$ cat config.mk
export PLATFORM = sky130hd
export DESIGN_NAME = mvm_seq_ctrl
export DESIGN_NICKNAME = d
export VERILOG_FILES = /design/src/rtl/mvm_seq_ctrl.sv
export SDC_FILE = /design/constraint.sdc
export NUM_CORES = 1
export LEC_CHECK = 0
export CORE_MARGIN = 2
export CORE_UTILIZATION = 46
export CTS_CLUSTER_DIAMETER = 30
export CTS_CLUSTER_SIZE = 16
export DETAILED_ROUTE_END_ITERATION = 7
export GPL_ROUTABILITY_DRIVEN = 0
export HOLD_SLACK_MARGIN = 0.06
export PLACE_DENSITY_LB_ADDON = 0.12
export SYNTH_ARGS = -nofsm -noshare
export SYNTH_HDL_FRONTEND = slang
export SYNTH_SLANG_ARGS = --single-unit
$ cat constraint.sdc
create_clock -name clk -period 1.6 [get_ports clk]
set_clock_uncertainty 0.15 [all_clocks]
set_input_delay 0.24 -clock clk [delete_from_list [all_inputs] [get_ports clk]]
set_output_delay 0.24 -clock clk [all_outputs]
set_load 0.02 [all_outputs]
$ cat src/rtl/mvm_seq_ctrl.sv
// mvm_seq_ctrl
//   Sequencing controller for an MxN signed matrix-vector datapath made of an
//   x memory, an A memory (row-major), a MAC and a y memory. All memories have
//   a registered read with one cycle of latency. A run is:
//     1. stream x (N words), then A (M*N words) in over a valid/ready input,
//     2. issue M*N back-to-back reads into the MAC with no row bubbles,
//     3. drain the two-stage MAC/y-write pipeline,
//     4. stream the M results out over a valid/ready output, pulse done.
//
// Ports
//   clk        clock, all state on rising edge
//   reset      asynchronous active-low reset
//   start      begin a run (sampled only while idle)
//   in_valid   load word present on the datapath input
//   in_ready   controller accepts a load word (LOAD_X / LOAD_A)
//   wr_en_x    x memory write enable,  addr_x  x memory address
//   wr_en_a    A memory write enable,  addr_a  A memory address
//   mac_en     MAC update enable
//   clear_acc  MAC loads the product instead of accumulating
//   wr_en_y    y memory write enable (captures MAC output), addr_y y address
//   out_valid  y read data valid to consumer
//   out_ready  consumer accepts y word
//   busy       controller is not idle
//   done       one-cycle pulse on the final output handshake
module mvm_seq_ctrl #(
  parameter int unsigned M    = 3,
  parameter int unsigned N    = 3,
  parameter int unsigned AW_X = 2,
  parameter int unsigned AW_A = 4,
  parameter int unsigned AW_Y = 2
) (
  input  logic            clk,
  input  logic            reset,
  input  logic            start,
  input  logic            in_valid,
  output logic            in_ready,
  output logic            wr_en_x,
  output logic [AW_X-1:0] addr_x,
  output logic            wr_en_a,
  output logic [AW_A-1:0] addr_a,
  output logic            mac_en,
  output logic            clear_acc,
  output logic            wr_en_y,
  output logic [AW_Y-1:0] addr_y,
  output logic            out_valid,
  input  logic            out_ready,
  output logic            busy,
  output logic            done
);

  localparam int unsigned MN = M * N;
  localparam int unsigned KW = (MN > 1) ? $clog2(MN) : 1;
  localparam int unsigned CW = (N > 1) ? $clog2(N) : 1;
  localparam int unsigned RW = (M > 1) ? $clog2(M) : 1;

  localparam logic [KW-1:0] K_LAST = KW'(MN - 1);
  localparam logic [KW-1:0] X_LAST = KW'(N - 1);
  localparam logic [CW-1:0] C_LAST = CW'(N - 1);
  localparam logic [RW-1:0] R_LAST = RW'(M - 1);

  typedef enum logic [2:0] {
    IDLE,
    LOAD_X,
    LOAD_A,
    COMPUTE,
    DRAIN,
    OUTPUT
  } state_t;

  state_t state, state_next;

  // Shared word counter: load count in LOAD_X/LOAD_A, issue index k in COMPUTE.
  logic [KW-1:0] cnt;
  // Column/row of the current issue, tracked alongside k to avoid a divider.
  logic [CW-1:0] col;
  logic [RW-1:0] row;
  logic          drain_cnt;

  // Output side: element index and the registered valid that implements the
  // one-cycle read bubble after every address change.
  logic [RW-1:0] out_idx;
  logic          out_vld;

  // Stage 1: cycle after an issue, memory read data is at the MAC inputs.
  logic          s1_vld;
  logic          s1_clr;
  logic          s1_last;
  logic [RW-1:0] s1_row;
  // Stage 2: cycle after the MAC updated on a row's last column; the y memory
  // captures the finished accumulator here.
  logic          s2_vld;
  logic [RW-1:0] s2_row;

  logic          out_last;

  always_comb begin
    out_last = (out_idx == R_LAST);
  end

  // State register
  always_ff @(posedge clk or negedge reset) begin
    if (!reset) begin
      state <= IDLE;
    end else begin
      state <= state_next;
    end
  end

  // Next-state logic
  always_comb begin
    state_next = state;
    case (state)
      IDLE: begin
        if (start) begin
          state_next = LOAD_X;
        end
      end
      LOAD_X: begin
        if (in_valid && (cnt == X_LAST)) begin
          state_next = LOAD_A;
        end
      end
      LOAD_A: begin
        if (in_valid && (cnt == K_LAST)) begin
          state_next = COMPUTE;
        end
      end
      COMPUTE: begin
        if (cnt == K_LAST) begin
          state_next = DRAIN;
        end
      end
      DRAIN: begin
        if (drain_cnt) begin
          state_next = OUTPUT;
        end
      end
      OUTPUT: begin
        if (out_vld && out_ready && out_last) begin
          state_next = IDLE;
        end
      end
      default: begin
        state_next = IDLE;
      end
    endcase
  end

  // Output decode. The MAC and y-write controls come straight from the
  // pipeline registers so they keep running through DRAIN and are naturally
  // zero in every other state once the pipeline has emptied.
  always_comb begin
    in_ready  = 1'b0;
    wr_en_x   = 1'b0;
    addr_x    = '0;
    wr_en_a   = 1'b0;
    addr_a    = '0;
    mac_en    = s1_vld;
    clear_acc = s1_vld & s1_clr;
    wr_en_y   = s2_vld;
    addr_y    = s2_vld ? AW_Y'(s2_row) : '0;
    out_valid = 1'b0;
    busy      = (state != IDLE);
    done      = 1'b0;
    case (state)
      LOAD_X: begin
        in_ready = 1'b1;
        wr_en_x  = in_valid;
        addr_x   = AW_X'(cnt);
      end
      LOAD_A: begin
        in_ready = 1'b1;
        wr_en_a  = in_valid;
        addr_a   = AW_A'(cnt);
      end
      COMPUTE: begin
        addr_a = AW_A'(cnt);
        addr_x = AW_X'(col);
      end
      OUTPUT: begin
        addr_y    = AW_Y'(out_idx);
        out_valid = out_vld;
        done      = out_vld & out_ready & out_last;
      end
      default: begin
      end
    endcase
  end

  // Counters and MAC/y pipeline
  always_ff @(posedge clk or negedge reset) begin
    if (!reset) begin
      cnt       <= '0;
      col       <= '0;
      row       <= '0;
      drain_cnt <= 1'b0;
      out_idx   <= '0;
      out_vld   <= 1'b0;
      s1_vld    <= 1'b0;
      s1_clr    <= 1'b0;
      s1_last   <= 1'b0;
      s1_row    <= '0;
      s2_vld    <= 1'b0;
      s2_row    <= '0;
    end else begin
      s1_vld  <= (state == COMPUTE);
      s1_clr  <= (col == '0);
      s1_last <= (col == C_LAST);
      s1_row  <= row;
      s2_vld  <= s1_vld & s1_last;
      s2_row  <= s1_row;

      case (state)
        IDLE: begin
          cnt       <= '0;
          col       <= '0;
          row       <= '0;
          drain_cnt <= 1'b0;
          out_idx   <= '0;
          out_vld   <= 1'b0;
        end
        LOAD_X: begin
          if (in_valid) begin
            cnt <= (cnt == X_LAST) ? '0 : cnt + 1'b1;
          end
        end
        LOAD_A: begin
          if (in_valid) begin
            cnt <= (cnt == K_LAST) ? '0 : cnt + 1'b1;
          end
        end
        COMPUTE: begin
          cnt <= (cnt == K_LAST) ? '0 : cnt + 1'b1;
          if (col == C_LAST) begin
            col <= '0;
            row <= (row == R_LAST) ? '0 : row + 1'b1;
          end else begin
            col <= col + 1'b1;
          end
        end
        DRAIN: begin
          drain_cnt <= ~drain_cnt;
          out_idx   <= '0;
          out_vld   <= 1'b0;
        end
        OUTPUT: begin
          // First cycle at a new address only launches the y read; valid
          // rises once the registered read data is present.
          if (!out_vld) begin
            out_vld <= 1'b1;
          end else if (out_ready) begin
            out_vld <= 1'b0;
            out_idx <= out_last ? '0 : out_idx + 1'b1;
          end
        end
        default: begin
        end
      endcase
    end
  end

endmodule

# Word-level counts from Yosys, hierarchy flattened
# Index checks and enable logic that the tools add are counted.
[totals]
n_memories = 0
output_inout_bits = 17
ramBits = 0
ff_bits = 23
latch_bits = 0
romBits = 0
elab_cells = 95
input_bits = 5
[classes]
muxes = 34
bitwise = 5
addsub = 4
magnitude_cmp = 0
reduce_logical = 18
div_mod_pow = 0
multipliers = 0
n_shift = 0
eq_ne = 21
[op_table]
columns = ["cell", "n"]
rows = [
  ["2-to-1 mux 4 bit", 5],
  ["inequality test 2 bit (second input constant)", 10],
  ["2-to-1 mux 3 bit", 6],
  ["case mux 3 bit (6 select lines)", 1],
  ["2-to-1 mux 2 bit", 8],
  ["case mux 2 bit (2 select lines)", 4],
  ["case mux 4 bit (4 select lines)", 1],
  ["2-to-1 mux 1 bit", 7],
  ["adder 2 x 1 -> 2 bit (second input constant)", 3],
  ["equality test 2 bit (second input constant)", 3],
  ["equality test 3 x 2 -> 1 bit (second input constant)", 2],
  ["equality test 3 bit (second input constant)", 2],
  ["AND reduction 3 bit", 2],
  ["AND reduction 6 bit", 1],
  ["nonzero test 2 bit", 3],
  ["OR reduction 2 bit", 3],
  ["adder 4 x 1 -> 4 bit (second input constant)", 1],
  ["AND 1 bit", 4],
  ["equality test 4 x 2 -> 1 bit (second input constant)", 1],
  ["equality test 4 bit (second input constant)", 1],
  ["logical AND 1 bit", 4],
  ["case mux 1 bit (2 select lines)", 2],
  ["nonzero test 4 bit", 1],
  ["equality test 3 x 1 -> 1 bit (second input constant)", 1],
  ["6 further kinds", 6],
]

# Longest topological paths before layout
# Gate-level depths: netlist (run 1).
[logic_depth]
ltp_word = 5
ltp_mapped = 6

# Worst setup path after synthesis (run 1)
# OpenSTA, ideal clock, no wires.
[synth_path]
path_kind = "flip-flop to output port"
start = "register state[1]"
end = "output port addr_y[0]"
required_time_ns = 1.210
arrival_time_ns = 1.207
slack_ns = 0.003
path_stages_with_launch = 6
path_cell_list = "dfrtp_1 -> buf_6 -> buf_6 -> and3b_4 -> nand2_1 -> o21ai_1"
[synth_between]
elab_chain_cells = 2
[synth_lines]
columns = ["item", "line_no", "rtl"]
rows = [
  ["start, declared", "70", "state_t state, state_next;"],
  ["start signal, assigned", "105", "state <= state_next;"],
  ["equality test 3 bit", "165", "case (state)"],
  ["2-to-1 mux 2 bit", "165", ""],
  ["end, declared", "44", "output logic [AW_Y-1:0] addr_y,"],
]
# No other way between the ends.

# Worst setup path after layout (run 1)
# Ends and elaborated chain as after synthesis.

==> results of run 1 <==
==> logic make-up after synthesis <==
family	Yosys count	synth area share [%]
buffers and inverters	11	5.273
flip-flops	23	45.77
AO/OA/AOI/OAI	22	12.14
AND/OR/NAND/NOR	60	29.15
multiplexers	4	3.383
adder cells (fa/ha/maj)	3	2.985
XOR/XNOR	1	1.294
==> flip-flops by register name (all words and copies together) (netlist names) <==
name	flops
cnt	4
col	2
drain_cnt	1
mac_en	1
out_idx	2
out_vld	1
row	2
s1_clr	1
s1_last	1
s1_row	2
s2_row	2
state	3
wr_en_y	1
==> final timing paths <==
check,end
worst max-delay path,addr_y[0]
worst min-delay path,out_idx[1]
worst max register to register,cnt[2]
worst min register to register,s2_row[1]
max in group asynchronous,state[2]
min in group clk,s2_row[1]
==> where the power goes <==
part           switching (µW)  internal, µW  leakage [µW]
registers                 142           713      0.000301
logic                     865           996      0.000589
clock network             184          95.5     0.0000139
==> through the flow <==
stage	hold slack, ns	setup WS [ns]	util [%]
after floorplan	-0.2056	0.003149	-
after global placement	0.1829	-0.3271	67.75
after detailed placement	0.1913	-0.3530	67.75
after CTS	0.1102	-0.2197	72.86
after global routing	0.1031	-0.2870	74.48
final	0.1075	-0.2014	74.48
==> synthesized netlist by cell type (all sizes together) <==
cell	n	area [µm²]
inv	6	22.52
a22oi	1	7.510
o31ai	1	7.510
nand2b	3	18.77
o31a	1	8.760
mux2	2	22.52
xnor2	1	16.27
and3b	3	30.03
and2	8	50.05
and3	1	6.260
nor4b	2	30.03
nor4	2	27.53
buf	5	43.79
nand3	3	20.02
nand2	14	52.55
o21ai	11	66.31
mux2i	2	20.02
a21oi	3	18.77
and4b	1	13.76
a311oi	1	8.760
nor2	15	56.30
nand4b	1	8.760
a22o	4	35.03
dfrtp	23	575.6
ha	3	37.54
nor3	3	25.02
nor2b	4	27.53
==> final cells by class <==
class	count	area (µm²)
fill	174	649.4
tap	30	37.54
clock inverter	1	7.507
timing repair buffer	63	530.5
sequential	23	580.6
multi-input combinational	90	694.4
inverter	6	22.52
clock buffer	3	22.52
==> layer usage <==
metal	track usage (%)	part of all wire (%)
met4	5.782	1.3
met5	0	0
met2	34.12	51
met3	6.221	3.5
met1	23.46	44
==> repair_timing <==
item | CTS | global route
pin swaps | 7 | 7
buffers inserted | 6 | 1
hold buffers | 0 | 0
gates resized for setup | 99 | 12
endpoints found under the setup margin | 25 | 23
cloned | 0 | 0
==> flow_metrics.tcl, run 1 <==
set metrics [dict create \
    maximum_number_of_pins_on_one_net_before_global_route_repair 24 \
    reg2reg_slack_ns -0.11 \
    reg2reg_start "state[1]" \
    cpLargestDelayFamily "flip-flops" \
    layout_common_cells "sky130_fd_sc_hd__buf_4 (40), sky130_fd_sc_hd__dfrtp_1 (19), sky130_fd_sc_hd__nor2_1 (14), sky130_fd_sc_hd__buf_6 (14), sky130_fd_sc_hd__nand2_1 (12)" \
    max-vdd-ir-drop_uv 1189 \
    maxCapViolCount 0 \
    detailedRoute.firstPassIterationCount 4 \
    run_status "complete, but fails checks" \
    port-buffer-count 21 \
    min-delay-path-class "in2async" \
    detailroute.via_count 1094 \
    setup_repair_after_global_routing_missed_its_margin "true" \
    antenna_violations_before_repair 0 \
    post_layout_nonfiller_instances 216 \
    avgSynthCellArea_um2 10.14 \
    post-route-period-util_pct 112.6 \
    worst-endpoint-arrival_ns 1.41 \
    worst-path-stages 4 \
    insertedDiodeCount 0 \
    die_x_um 56.29 \
    area_delta_synth_final_pct 50.75 \
    cts_tree "done" \
    drtIter0Drc 24 \
    drt_wl_total_mm 2.875 \
    fp.dieH_um 56.29 \
    violations "negative setup slack" \
    worst_path_max_delay_cell "sky130_fd_sc_hd__dfrtp_2" \
    yosys_register_bits 23 \
    worstSkewPairLatency_ns 0.32 \
    synthDistinctLibCells 36 \
    clock-root-buffer "sky130_fd_sc_hd__clkbuf_4" \
    critPathLaunch "state[1]" \
    ys_warn_count 0 \
    synth_cells 124 \
    fin_ws_ns -0.2014 \
    cp_cell_sequence "and3b_4, nand2_2, o21ai_1, buf_4" \
    finalSetupViolCount 20 \
    leakage_uw 0.0009046 \
    power.total_uw 2995 \
    synth_sequential_area_ratio_pct 45.77 \
    worst_pin_slew_ns 0.3568 \
    maxClockFrequency_ghz 0.5551 \
    hpwl_mm 2.019 \
    cts.clk_slew.worst_paths_ns 0.13 \
    cts_htree_levels 1 \
    critical_path.max_stage_delay_ns 0.47 \
    pwr_density_cell_mw_per_mm2 1580 \
    final_hold_viol_count 0 \
    postLayoutCellArea_mm2 0.001896 \
    cts.sinks 23 \
    row_count 18 \
    post_synth_instance_area_mm2 0.001257 \
    post_drt_via_cell_ratio 5.065 \
    worstPathRequired_ns 1.21 \
    grt.total_usage_pct 19.75 \
    criticalPathCategory "reg2out" \
    finalCriticalPeriod_ns 1.801 \
    cp_max_fo 6 \
    placed_instance_area_mm2 0.001724 \
    syn_nets 132 \
    layout.cells.most_common "sky130_fd_sc_hd__buf_4" \
    ios 22 \
    globalRouteOverflowTotal 0 \
    endpoint_kind "output pin" \
    numCtsBuffers 3 \
    r2r_cells 6 \
    routed_wire_length_per_instance_um 13.31 \
    final.setup.tns_ns -2.443 \
    final_max_slew_viol_count 0 \
    nNetsFinal 195 \
    initial_core_util_pct 49.41 \
    die_area_mm2 0.003168 \
    drive_above_1_share_pct 50.00 \
    timing.slew.headroom_pct 76.05 \
    critical_path.n_buffers_inverters 1 \
    dpl.cell_count 205 \
    post-route-drc-count 0 \
    core_region_area_mm2 0.002545 \
    clk_path_buf_depth 2 \
    antenna_violating_nets_post_route 0 \
    first_global_vias 1122 \
    critPathLaunchType "flip-flop" \
    grt_first_pass_wirelength_mm 4.830 \
]
Note: power is estimated with default switching activity, not from simulation.
==> run 2: changes to the inputs <==
--- a/config.mk
+++ b/config.mk
@@ -5,6 +5,7 @@
 export SDC_FILE = /design/constraint.sdc
 export NUM_CORES = 1
 export LEC_CHECK = 0
+export CAP_MARGIN = 10
 export CORE_MARGIN = 2
 export CORE_UTILIZATION = 46
 export CTS_CLUSTER_DIAMETER = 30
@@ -13,6 +14,7 @@
 export GPL_ROUTABILITY_DRIVEN = 0
 export HOLD_SLACK_MARGIN = 0.06
 export PLACE_DENSITY_LB_ADDON = 0.12
+export SLEW_MARGIN = 20
 export SYNTH_ARGS = -nofsm -noshare
 export SYNTH_HDL_FRONTEND = slang
 export SYNTH_SLANG_ARGS = --single-unit
==> results of run 2 <==
No change in the layout: final DEF, timing and power equal those of run 1.
==> run 3: changes to the inputs <==
--- a/config.mk
+++ b/config.mk
@@ -7,7 +7,7 @@
 export LEC_CHECK = 0
 export CAP_MARGIN = 10
 export CORE_MARGIN = 2
-export CORE_UTILIZATION = 46
+export CORE_UTILIZATION = 30
 export CTS_CLUSTER_DIAMETER = 30
 export CTS_CLUSTER_SIZE = 16
 export DETAILED_ROUTE_END_ITERATION = 7
==> flow_metrics.tcl, run 3 (synthesis results as in run 1) <==
set metrics [dict create \
    cpLargestDelayFamily "flip-flops" \
    die_area_mm2 0.004725 \
    die_x_um 68.74 \
    final_hold_viol_count 0 \
    reg2reg_slack_ns -0.04 \
    area_delta_synth_final_pct 62.69 \
    initial_core_util_pct 31.21 \
    globalRouteOverflowTotal 0 \
    cts.sinks 23 \
    setup_repair_after_global_routing_missed_its_margin "true" \
    hpwl_mm 2.012 \
    worst_pin_slew_ns 0.3053 \
    ios 22 \
    antenna_violating_nets_post_route 0 \
    reg2reg_start "cnt[1]" \
    core_region_area_mm2 0.004029 \
    cp_common_cell "sky130_fd_sc_hd__buf_6" \
    max-vdd-ir-drop_uv 608.0 \
    regToRegEndpoint "cnt[0]" \
    post-route-drc-count 0 \
    first_global_vias 1159 \
    leakage_uw 0.0009612 \
    worst_path_max_delay_cell "sky130_fd_sc_hd__dfrtp_2" \
    fin_ws_ns -0.1389 \
    detailroute.via_count 1136 \
    final.setup.tns_ns -1.237 \
    endpoint_kind "output pin" \
    drive_above_1_share_pct 54.64 \
    maxCapViolCount 0 \
    port-buffer-count 21 \
    routed_wire_length_per_instance_um 12.01 \
    cp-endpoint "addr_y[1]" \
    postLayoutCellArea_mm2 0.002046 \
    worstSkewPairLatency_ns 0.27 \
    critical_path.n_buffers_inverters 2 \
    drt_wl_total_mm 2.930 \
    clk_path_buf_depth 2 \
    worst-path-stages 4 \
    fillers 367 \
    cts.clk_slew.worst_paths_ns 0.09 \
    critPathLaunch "state[1]" \
    numCtsBuffers 3 \
    cp_cell_sequence "and3b_4, buf_6, o21ai_2, buf_6" \
    maxClockFrequency_ghz 0.5751 \
    row_count 23 \
    clock-root-buffer "sky130_fd_sc_hd__clkbuf_8" \
    critical_path.max_stage_delay_ns 0.45 \
    timing.slew.headroom_pct 79.64 \
    detailedRoute.firstPassIterationCount 4 \
    pwr_density_cell_mw_per_mm2 1602 \
    run_status "complete, but fails checks" \
    insertedDiodeCount 0 \
    largest_register_ffs 4 \
    grt.total_usage_pct 14.09 \
    drtIter0Drc 32 \
    finalSetupViolCount 17 \
    violations "negative setup slack" \
    biggest_registers_after_layout "cnt: 4 flops, state: 3 flops" \
    fp.dieH_um 68.74 \
    regMostFlops "cnt" \
    maximum_number_of_pins_on_one_net_before_global_route_repair 24 \
    critPathLaunchType "flip-flop" \
    dpl.cell_count 228 \
    r2r_cells 6 \
    min-delay-path-class "in2async" \
    placed_instance_area_mm2 0.001772 \
    worst-endpoint-arrival_ns 1.35 \
    nNetsFinal 203 \
    layout.cells.most_common "sky130_fd_sc_hd__buf_4" \
    finalCriticalPeriod_ns 1.739 \
    post_drt_via_cell_ratio 4.656 \
    final_max_slew_viol_count 0 \
    post-route-period-util_pct 108.7 \
    worstPathRequired_ns 1.21 \
    grt_first_pass_wirelength_mm 4.947 \
    cp_max_fo 6 \
    post_layout_nonfiller_instances 244 \
    cts_htree_levels 1 \
    cts_tree "done" \
    criticalPathCategory "reg2out" \
    antenna_violations_before_repair 0 \
    layout_common_cells "sky130_fd_sc_hd__buf_4 (47), sky130_fd_sc_hd__dfrtp_1 (19), sky130_fd_sc_hd__buf_6 (17), sky130_fd_sc_hd__nor2_1 (11), sky130_fd_sc_hd__nand2_1 (11)" \
]
[run 3: cell types whose count changed in the layout (fill, tap and decap cells not counted), sizes merged]
cell         before  now
buf              56   64
clkbuf            4    3
dlygate4sd2       2    3
[run 3: metal layers]
| metal | global-route usage [%] | vias up | share of wire, % |
|---|---|---|---|
| met2 | 23.68 | 21 | 49 |
| met5 | 0 | - | 0 |
| met1 | 18.14 | 540 | 46 |
| met3 | 2.435 | 4 | 3.8 |
| met4 | 5.147 | 0 | 0.99 |
| li1 | - | 571 | - |
[run 3: how the worst min path moves through the flow]
stage	cells past startpoint	slack [ns]	start	endpoint
after detailed placement	0	0.19	s1_row[0]	s2_row[0]
final	2	0.18	reset	out_idx[0]
after global placement	0	0.18	s1_row[1]	s2_row[1]
after floorplan	0	-0.21	reset	cnt[0]
after global routing	2	0.20	reset	out_idx[0]
after CTS	2	0.19	reset	drain_cnt
[run 3: final cells by class]
class / instances / area, µm² / share of cell area, %
clock buffers: 3 / 41.29 / 2.018
flip-flops and latches: 23 / 580.6 / 28.38
inverters: 6 / 22.52 / 1.101
well taps: 50 / 62.56 / 3.058
multi-input cells: 90 / 720.7 / 35.23
repair buffers: 71 / 610.6 / 29.85
clock inverters: 1 / 7.507 / 0.3670
[run 3: worst reg2reg max path, stage by stage (launching register included)]
cell and delay [ns]:
sky130_fd_sc_hd__dfrtp_2 0.46, sky130_fd_sc_hd__ha_4 0.18, sky130_fd_sc_hd__nor4b_4 0.12, sky130_fd_sc_hd__buf_4 0.15
sky130_fd_sc_hd__nor4_4 0.28, sky130_fd_sc_hd__nand2b_1 0.12, sky130_fd_sc_hd__o21ai_1 0.12
[run 3: repair_timing]
| action | in CTS | in global routing |
|---|---|---|
| buffers inserted | 12 | 1 |
| cloned | 0 | 0 |
| gates resized for setup | 108 | 13 |
| pin swaps | 12 | 3 |
| endpoints found under the setup margin | 25 | 25 |
| hold buffers | 0 | 0 |
[run 3: per-stage QoR]
| stage | util [%] | hold slack, ns | worst slack, ns | power (µW) |
|---|---|---|---|---|
| floorplan | - | -0.2056 | 0.003149 | 1722 |
| global placement | 43.98 | 0.1837 | -0.3439 | 2475 |
| detailed placement | 43.98 | 0.1895 | -0.3463 | 2482 |
| CTS | 49.47 | 0.1886 | -0.1494 | 3193 |
| global route | 50.78 | 0.2048 | -0.1943 | 3530 |
| finish | 50.78 | 0.1754 | -0.1389 | 3277 |
[run 3: report_power, final]
| group | internal [µW] | switching (µW) |
|---|---|---|
| Clock | 176 | 204 |
| Sequential | 713 | 146 |
| Combinational | 1140 | 897 |
==> RTL edit (flow settings as in run 3) <==
The parameter `N` goes from 3 to 6.
--- a/src/rtl/mvm_seq_ctrl.sv
+++ b/src/rtl/mvm_seq_ctrl.sv
@@ -26,3 +26,3 @@
   parameter int unsigned M    = 3,
-  parameter int unsigned N    = 3,
+  parameter int unsigned N    = 6,
   parameter int unsigned AW_X = 2,
Check against the original RTL: not equivalent (a bounded check fails within 10 cycles, from zero or initial values and one cycle with reset low).
==> RTL edit against run 3 <==
The flow still finishes with violations (negative setup slack); core utilization down 0.54 points; total power up 30%; sequential cell count up 2; routed wire length up 14%; worst setup slack worse by 0.025 ns; area after synthesis up 5.6%; cell area up 5.4%; cell count up 5.3%; critical path type is now reg2reg; highest routed layer unchanged.
==> RTL edit: results (changes against run 3) <==
For this run, the slowest stage of the critical path takes 0.46 ns. The tools report the number of DRC markers after the initial detailed-route iteration as 57 (+78%). The logs give 1,228 (+6.0%) for the via count of the first global-routing pass and -0.164 ns (-0.0248 ns) for the worst setup margin.

By count the netlist is led by dfrtp_1 (25), nor2_1 (16), nand2_1 (13), o21ai_0 (11), nand3_1 (8). In this run the worst setup path terminates at cnt[0]. The Yosys warning count was 0 (unchanged); the number of H-tree levels was 1 (unchanged). For the sequential element share of the synthesized area, the log shows 47.1% (+1.4 points). The library cell used most frequently in the layout, excluding fill and tap cells, is buf_4. The logs give 0 (unchanged) for the number of inserted diodes and -2.15 ns (-0.909 ns) for the final sum of negative setup slack. The maximum fanout count along the critical path is 6 (unchanged), and the first-pass iteration count of the detailed router is 2 (-2).

The clock transition time at the flip-flop clock pins of the worst setup and hold paths is 0.09 ns (about the same), and the highest ir drop seen on vdd is 1060 uV (+75%). The tools report the final net count as 213 (+4.9%). For the number of rows created at floorplan, the log shows 24 (+4.3%). Library cell used as clock root buffer: clkbuf_8. Leakage power: 1.03 nW (+7.3%).

In the final layout, the registers with the most flip-flops are cnt: 5 flops, col: 3 flops, state: 3 flops. The cell family contributing the most delay on the critical path is flip-flops. The run gives 20 (+3) as the total of endpoints with negative setup slack in the final report. The switching share of power came out at 40.4% (+2.3 points). The startpoint type of the worst setup path was a flip-flop. The library cell contributing the largest single delay on the critical path was dfrtp_2.

For the detailed placer's ending HPWL, the log shows 2400 um (+19%). The number of buffers added on ports was 21 (unchanged). The post-detailed-route via-to-cell ratio came out at 4.84 (+4.0%). For the number of buffers created by CTS, the log shows 3 (unchanged).

Wire length of the first global-routing pass: 5520 um (+12%). The flow ran to the end, but the final reports show violations. For the count of unique library cells instantiated by Yosys, the log shows 35 (-2.8%). The maximum clock insertion buffer count was 2 (unchanged); the share of synthesized registers carrying an async set or reset was 100% (unchanged). Classification of the worst-slack hold path: in2async.

The checks that failed: negative setup slack. The startpoint of the worst register-to-register path is state[1]. The net count of the mapped netlist was 146 (+11%); the overall fraction of global-route tracks in use was 14.0% (-0.14 points). The total wire length is 3340 um (+14%), and the fraction of layout instances using a drive strength above 1 is 48.8% (-5.9 points). The number of cells traversed by the worst register-to-register path works out to 5 (-1). The arrival time at the worst endpoint was 1.77 ns (+0.42 ns); the pin count of the biggest net entering global routing was 26 (+8.3%). By area the synthesized netlist is led by dfrtp_1 (47%), nor2_1 (4.5%), o21ai_0 (4.1%). The transition time of the tightest slew-check pin was 0.325 ns (+0.0199 ns); the clock latency on the worst-skew pair was 0.26 ns. The initial antenna violation count was 0 (unchanged).
==> RTL edit: cell count changes in the layout (fill, tap and decap cells not counted), moves of 3 or more <==
| cell | delta |
|---|---|
| dfrtp_1 | +3 |
| buf_2 | +4 |
| buf_4 | -5 |
| nor2b_1 | -3 |
| inv_2 | -3 |
| o21ai_0 | +5 |
| buf_6 | -3 |
| o21ai_2 | -3 |
| nand3_1 | +4 |
==> RTL edit: metrics by stage <==
step,setup WS [ns],util (%),cells,hold WS (ns),area (um2)
final,-0.164,50.2,257,0.180,2160
after global routing,-0.240,50.2,257,0.201,2160
after CTS,-0.179,47.1,254,0.185,2020
after detailed placement,-0.390,43.4,245,0.189,1860
after global placement,-0.348,43.4,245,0.187,1860
after floorplan,0.0224,-,139,-0.206,1330
==> RTL edit: kinds of logic (layout without fill, tap and decap cells) <==
group	count (synthesis)	in the layout	synth area share (%)
buffers and inverters	9	75	3.58
DFF	25	25	47.1
muxes	6	6	4.71
adders and majority gates	2	2	1.88
xor gates and xnor gates	1	1	0.660
AOI/OAI and AO/OA	32	32	17.1
and+or+nand+nor	64	64	25.0
==> RTL edit: timing repair <==
action                     4_1_cts  5_1_grt
gates resized for setup        105       25
setup endpoints to repair       25       25
hold buffers                     0        0
setup buffers                    6        5
cloned                           0        0
pin swaps                       13        9
==> RTL edit: how the worst min path moves through the flow <==
stage | end | slack [ns] | cells past startpoint
detailed placement | s2_row[0] | 0.19 | 0
finish | wr_en_y | 0.18 | 2
global route | s2_row[0] | 0.20 | 2
floorplan | cnt[0] | -0.21 | 0
global placement | s2_row[1] | 0.19 | 0
CTS | s1_row[0] | 0.18 | 2
==> RTL edit: power by group through the flow <==
stage / Sequential, W / Combinational, W / Clock [W]
3_3_place_gp: 0.00107 / 0.00233 / 0
6_report: 0.00110 / 0.00280 / 0.000374
3_5_place_dp: 0.00108 / 0.00235 / 0
5_1_grt: 0.00114 / 0.00303 / 0.000421
2_1_floorplan: 0.00106 / 0.00126 / 0
4_1_cts: 0.00108 / 0.00251 / 0.000389
==> RTL edit: area by class of cell <==
type,count,area [um2]
clock buffers,3,41.3
clock inverters,1,5.00
fillers,401,2140
inverters,3,13.8
multi-input cells,105,823
flip-flops and latches,25,629
well taps,52,65.1
repair buffers,68,579
==> RTL edit: routing by layer <==
metal | vias to the layer above | GRT usage, % | wire, um | share of wire (%)
met3 | 6 | 2.89 | 105 | 3.1
li1 | 626 | - | - | -
met1 | 595 | 16.3 | 1440 | 43
met4 | 0 | 5.98 | 66 | 2.0
met5 | - | 0 | 0 | 0
met2 | 17 | 24.6 | 1720 | 52
